## config.mk

```make
export PLATFORM = sky130hd
export DESIGN_NAME = alu_sequencer
export DESIGN_NICKNAME = d
export VERILOG_FILES = /design/src/rtl/alu_pkg.sv /design/src/rtl/alu_op_decode.sv /design/src/rtl/alu_sequencer.sv
export SDC_FILE = /design/constraint.sdc
export NUM_CORES = 1
export LEC_CHECK = 0
export ABC_AREA = 1
export CORE_MARGIN = 4
export CORE_UTILIZATION = 52
export DETAILED_ROUTE_END_ITERATION = 12
export GPL_TIMING_DRIVEN = 0
export PLACE_DENSITY = 0.93
export SLEW_MARGIN = 10
export SYNTH_ARGS = -nofsm -noshare
export SYNTH_HDL_FRONTEND = slang
export SYNTH_SLANG_ARGS = --single-unit
```

## constraint.sdc

```tcl
create_clock -name clk -period 3.3 [get_ports clk]
set_input_delay 0.495 -clock clk [delete_from_list [all_inputs] [get_ports clk]]
set_output_delay 0.495 -clock clk [all_outputs]
set_load 0.02 [all_outputs]
```

## src/rtl/alu_pkg.sv

```systemverilog
// rtl/alu_pkg.sv - shared opcodes, state encoding and error results for the ALU sequencer
package alu_pkg;

    localparam int OP_W     = 3;
    localparam int STROBE_W = 5;

    localparam logic [OP_W-1:0] OP_CMP = 3'd0;
    localparam logic [OP_W-1:0] OP_ADD = 3'd1;
    localparam logic [OP_W-1:0] OP_SUB = 3'd2;
    localparam logic [OP_W-1:0] OP_DIV = 3'd3;
    localparam logic [OP_W-1:0] OP_MUL = 3'd4;

    localparam logic [2:0] ST_IDLE   = 3'd0;
    localparam logic [2:0] ST_LOAD_A = 3'd1;
    localparam logic [2:0] ST_WAIT_B = 3'd2;
    localparam logic [2:0] ST_LOAD_B = 3'd3;
    localparam logic [2:0] ST_EXEC   = 3'd4;
    localparam logic [2:0] ST_DONE   = 3'd5;

    typedef enum logic [2:0] {
        IDLE   = ST_IDLE,
        LOAD_A = ST_LOAD_A,
        WAIT_B = ST_WAIT_B,
        LOAD_B = ST_LOAD_B,
        EXEC   = ST_EXEC,
        DONE   = ST_DONE
    } seqState_t;

    localparam logic [7:0] RES_ILLEGAL = 8'hFF;
    localparam logic [7:0] RES_DIV0    = 8'h00;

endpackage

```

## src/rtl/alu_op_decode.sv

```systemverilog
// rtl/alu_op_decode.sv - opcode to one-hot strobe decode with illegal/divide-by-zero detection
module alu_op_decode
    import alu_pkg::*;
(
    input  logic [OP_W-1:0]     opCode,
    input  logic [3:0]          bNib,
    output logic [STROBE_W-1:0] strobe,
    output logic                illegal,
    output logic                div0
);

    // Strobe bit index equals the opcode; error cases raise no strobe at all
    always_comb begin
        illegal = (opCode > OP_MUL);
        div0    = (opCode == OP_DIV) && (bNib == 4'd0);
        strobe  = '0;
        if (!illegal && !div0) begin
            strobe = STROBE_W'(1) << opCode;
        end
    end

endmodule

```

## src/rtl/alu_sequencer.sv

```systemverilog
// rtl/alu_sequencer.sv - nibble stream to ALU datapath load/strobe sequencer with result handshake
module alu_sequencer
    import alu_pkg::*;
#(
    parameter int RESULT_LAT = 2
) (
    input  logic        clk,
    input  logic        rst_n,
    input  logic        in_valid,
    output logic        in_ready,
    input  logic [3:0]  in_data,
    input  logic [2:0]  in_op,
    output logic [3:0]  Datain,
    output logic        ldA,
    output logic        ldB,
    output logic        aCmp,
    output logic        aAdd,
    output logic        aSub,
    output logic        aDiv,
    output logic        aMul,
    input  logic [7:0]  Y,
    output logic        res_valid,
    input  logic        res_ready,
    output logic [7:0]  res_data,
    output logic        res_err
);

    seqState_t             state;
    seqState_t             nextState;
    logic [OP_W-1:0]       opReg;
    logic [3:0]            bNib;
    logic [3:0]            latCnt;
    logic [STROBE_W-1:0]   strobeReg;
    logic [STROBE_W-1:0]   decStrobe;
    logic                  decIllegal;
    logic                  decDiv0;
    logic                  acceptA;
    logic                  acceptB;

    // Decode works on the latched opcode/B so LOAD_B sees stable inputs
    alu_op_decode uDecode (
        .opCode  (opReg),
        .bNib    (bNib),
        .strobe  (decStrobe),
        .illegal (decIllegal),
        .div0    (decDiv0)
    );

    assign acceptA = (state == IDLE)   && in_valid;
    assign acceptB = (state == WAIT_B) && in_valid;

    // Every output is a flop or a decode of the state flop only
    assign in_ready  = (state == IDLE) || (state == WAIT_B);
    assign ldA       = (state == LOAD_A);
    assign ldB       = (state == LOAD_B);
    assign res_valid = (state == DONE);
    assign {aMul, aDiv, aSub, aAdd, aCmp} = strobeReg;

    // State register
    always_ff @(posedge clk or negedge rst_n) begin
        if (!rst_n) begin
            state <= IDLE;
        end else begin
            state <= nextState;
        end
    end

    // Next-state: error operations skip EXEC and report straight away
    always_comb begin
        nextState = state;
        unique case (state)
            IDLE:    if (in_valid) nextState = LOAD_A;
            LOAD_A:  nextState = WAIT_B;
            WAIT_B:  if (in_valid) nextState = LOAD_B;
            LOAD_B:  nextState = (decIllegal || decDiv0) ? DONE : EXEC;
            EXEC:    if (latCnt == 4'd0) nextState = DONE;
            DONE:    if (res_ready) nextState = IDLE;
            default: nextState = IDLE;
        endcase
    end

    // Operand, latency counter, strobe and result registers
    always_ff @(posedge clk or negedge rst_n) begin
        if (!rst_n) begin
            Datain    <= '0;
            opReg     <= '0;
            bNib      <= '0;
            latCnt    <= '0;
            strobeReg <= '0;
            res_data  <= '0;
            res_err   <= 1'b0;
        end else begin
            if (acceptA) begin
                Datain <= in_data;
            end
            if (acceptB) begin
                Datain <= in_data;
                opReg  <= in_op;
                bNib   <= in_data;
            end
            case (state)
                LOAD_B: begin
                    if (decIllegal) begin
                        res_data <= RES_ILLEGAL;
                        res_err  <= 1'b1;
                    end else if (decDiv0) begin
                        res_data <= RES_DIV0;
                        res_err  <= 1'b1;
                    end else begin
                        strobeReg <= decStrobe;
                        latCnt    <= 4'(RESULT_LAT - 1);
                    end
                end
                EXEC: begin
                    if (latCnt == 4'd0) begin
                        strobeReg <= '0;
                        res_data  <= Y;
                        res_err   <= 1'b0;
                    end else begin
                        latCnt <= latCnt - 4'd1;
                    end
                end
                default: ;
            endcase
        end
    end

endmodule

```

==> flow_summary.toml <==
[finish]
fillers = 227
mostFrequentLayoutCells = "nand2_1 (72), clkdlybuf4s50_1 (39), dfrtp_1 (32)"
seq_area_um2 = 801
final_common_cell = "nand2_1"
drive_above_1_share_pct = 11.8
antenna_cells = 0
final_net_count = 265
multi_input_area_um2 = 694
area_growth_pct = 30.8

[critical_path]
crit_chain = "inv_1 > nand3_1 > nand2_1 > clkdlybuf4s50_1"
worstRegToRegCells = 9
regToRegSetupSlack_ns = 1.87
cp.arrival_ns = 1.79
r2r-end = "strobeReg[4]"
crit_path_max_fanout = 5
crit_type = "flip-flop to output port"
required_ns = 2.80
rr_startpoint = "latCnt[0]"
endpoint_kind = "output port"
slowest_delay_ns = 0.62
cp-start-kind = "flip-flop"
slowest_stage = "clkdlybuf4s50_1"

[timing]
hold_viol = 0
tightest_slew_ns = 0.681
clock_skew_ns = 0.0112
setup_ws_ns = 1.01
fmax_ghz = 0.437
period_needed_ns = 2.29
maxSlewHeadroom_pct = 54.6
finalCritPeriodShare_pct = 69.3
rsz0062_at_grt = "no"
hold_ws_ns = 0.191
fin_tns_setup_ns = 0
drv_slew = 0
setup_viol = 0

[floorplanning]
core_um2 = 2850
dieArea_um2 = 4030
initial_utilization_pct = 56.1
die_w_um = 63.5
dieHeight_um = 63.5
ios = 41
rows = 19

[route]
drt_iter0_markers = 63
vias_per_cell = 5.21
top_layer_used = "met4"
drc_errors = 0
drt_pass1_iterations = 4
routedWlPerCell_um = 11.8
met1_length_um = 1380
wl_met3_um = 231
wirelength_um = 3260
ant_nets = 0
dr_wl_met2_um = 1590
num_vias = 1443

[outcome]
status = "complete, no violations"

[synthesis]
yosysSeqAreaShare_pct = 50.0
synth_area_per_cell_um2 = 8.09
yosys_warnings = 0
synth_nets = 218
synth.distinct_cells = 24
ys_ff_latch = 32
postSynthCellCount = 198
syn-cell-area_um2 = 1600

[pwr]
swShare_pct = 44.4
ir_worst_vdd_mv = 0.571
power_leakage_nw = 1.06
comb_power_share_pct = 55.6
internal_power_mw = 1.15
pwr-share-clk_pct = 11.0
powerDensity_nw_per_um2 = 991
p_sw_uw = 921
pwr-share-seq_pct = 33.3

[clock_tree]
cts-hold-fix-buffers = 0
htree_levels = 2
cts.sinks = 32
postCtsSetupBuffers = 0
clkLatencyLatePin_ns = 0.33
clk_pin_slew_worst_paths_ns = 0.10
clk_path_buf_depth = 2
cts_tree = "built"
cts_made_buffers = 5
cts_root_buffer = "clkbuf_4"
post_cts_resized = 0

[place]
port_buffers = 40
place_ws_ns = 1.38
hpwl_um = 2430
gp_congestion = 0.860

[job]
maxCapViolations = 0

[min_path]
hold_path.class = "primary input to asynchronous set/reset pin"

[global_routing]
gr-total-overflow = 0
grt_pass1_vias = 1348
grt_max_degree = 33
grt_pass1_wl_um = 5570
antenna_found_initial = 0
track_usage_pct = 17.6
## worst max path at each step
stage,startpoint,endpoint,cells past startpoint
after global placement,rst_n,res_data[0],1
after global routing,state[2],in_ready,4
after CTS,state[2],in_ready,4
after floorplan,state[2],res_valid,2
final,state[2],in_ready,4
after detailed placement,state[2],in_ready,4
## layout make-up
class | instances | area share, %
timing repair buffer | 40 | 18.9
inverter | 20 | 3.82
multi-input combinational | 143 | 33.2
clock buffer | 8 | 2.81
buffer | 3 | 1.25
tap | 31 | 1.85
sequential | 32 | 38.2
## synthesized netlist by cell type
cell	instances	area share, %
nor2_4	1	0.70
nor2_2	3	1.2
buf_6	1	0.70
nor3b_1	1	0.47
buf_4	2	0.94
nand3_1	20	6.3
o21ai_0	11	3.4
nand2_1	72	17
nor2_8	1	1.3
nand4_1	2	0.78
nand2_4	4	2.8
a21oi_2	1	0.55
inv_1	16	3.8
ha_1	1	0.78
dfrtp_1	32	50
inv_2	2	0.47
nand2_2	3	1.2
nor2_1	14	3.3
nor3_1	3	0.94
inv_4	2	0.78
o21ai_1	1	0.31
a21oi_1	3	0.94
o21ai_2	1	0.55
nand3_4	1	1.1
## metrics by stage
stage          std cells  utilization, %  power, mW  instance area, um^2
6_report             277            73.4       2.07                 2090
3_3_place_gp         269            71.5       1.82                 2040
3_5_place_dp         269            71.4       1.85                 2040
2_1_floorplan        198               -       1.45                 1600
5_1_grt              277            73.4       2.26                 2090
4_1_cts              277            73.4       2.09                 2090
## cells by family after synthesis
kind of cell	count (synthesis)	share of synthesized area, %
AOI/OAI and AO/OA	17	5.78
adders and majority gates	1	0.781
buffers and inverters	23	6.64
DFF	32	50.0
and+or+nand+nor	125	36.8
## power by group through the flow
stage	Clock [mW]	Sequential, mW	Combinational (mW)
floorplan	0	0.811	0.638
global placement	0	0.689	1.13
detailed placement	0	0.697	1.16
CTS	0.236	0.691	1.17
global route	0.249	0.715	1.29
finish	0.229	0.691	1.15
## routing by layer
metal	vias to the layer above	track usage, %
met5	-	0
met4	0	7.28
met3	7	5.68
met2	36	30.2
li1	725	-
met1	675	20.0
## sequential cells by signal, summed over array words and instances, names as in the netlist
signal and cells:
res_err 1, strobeReg 5, res_data 8, bNib 4, state 3, latCnt 4
Datain 4, opReg 3
## critical path: cells and delay by family (launching register included)
kind,cells,cell delay [ns]
flip-flops,1,0.48
AND/OR/NAND/NOR,2,0.23
buffers and inverters,2,0.77
No activity file was read; power rests on OpenSTA's default activity.
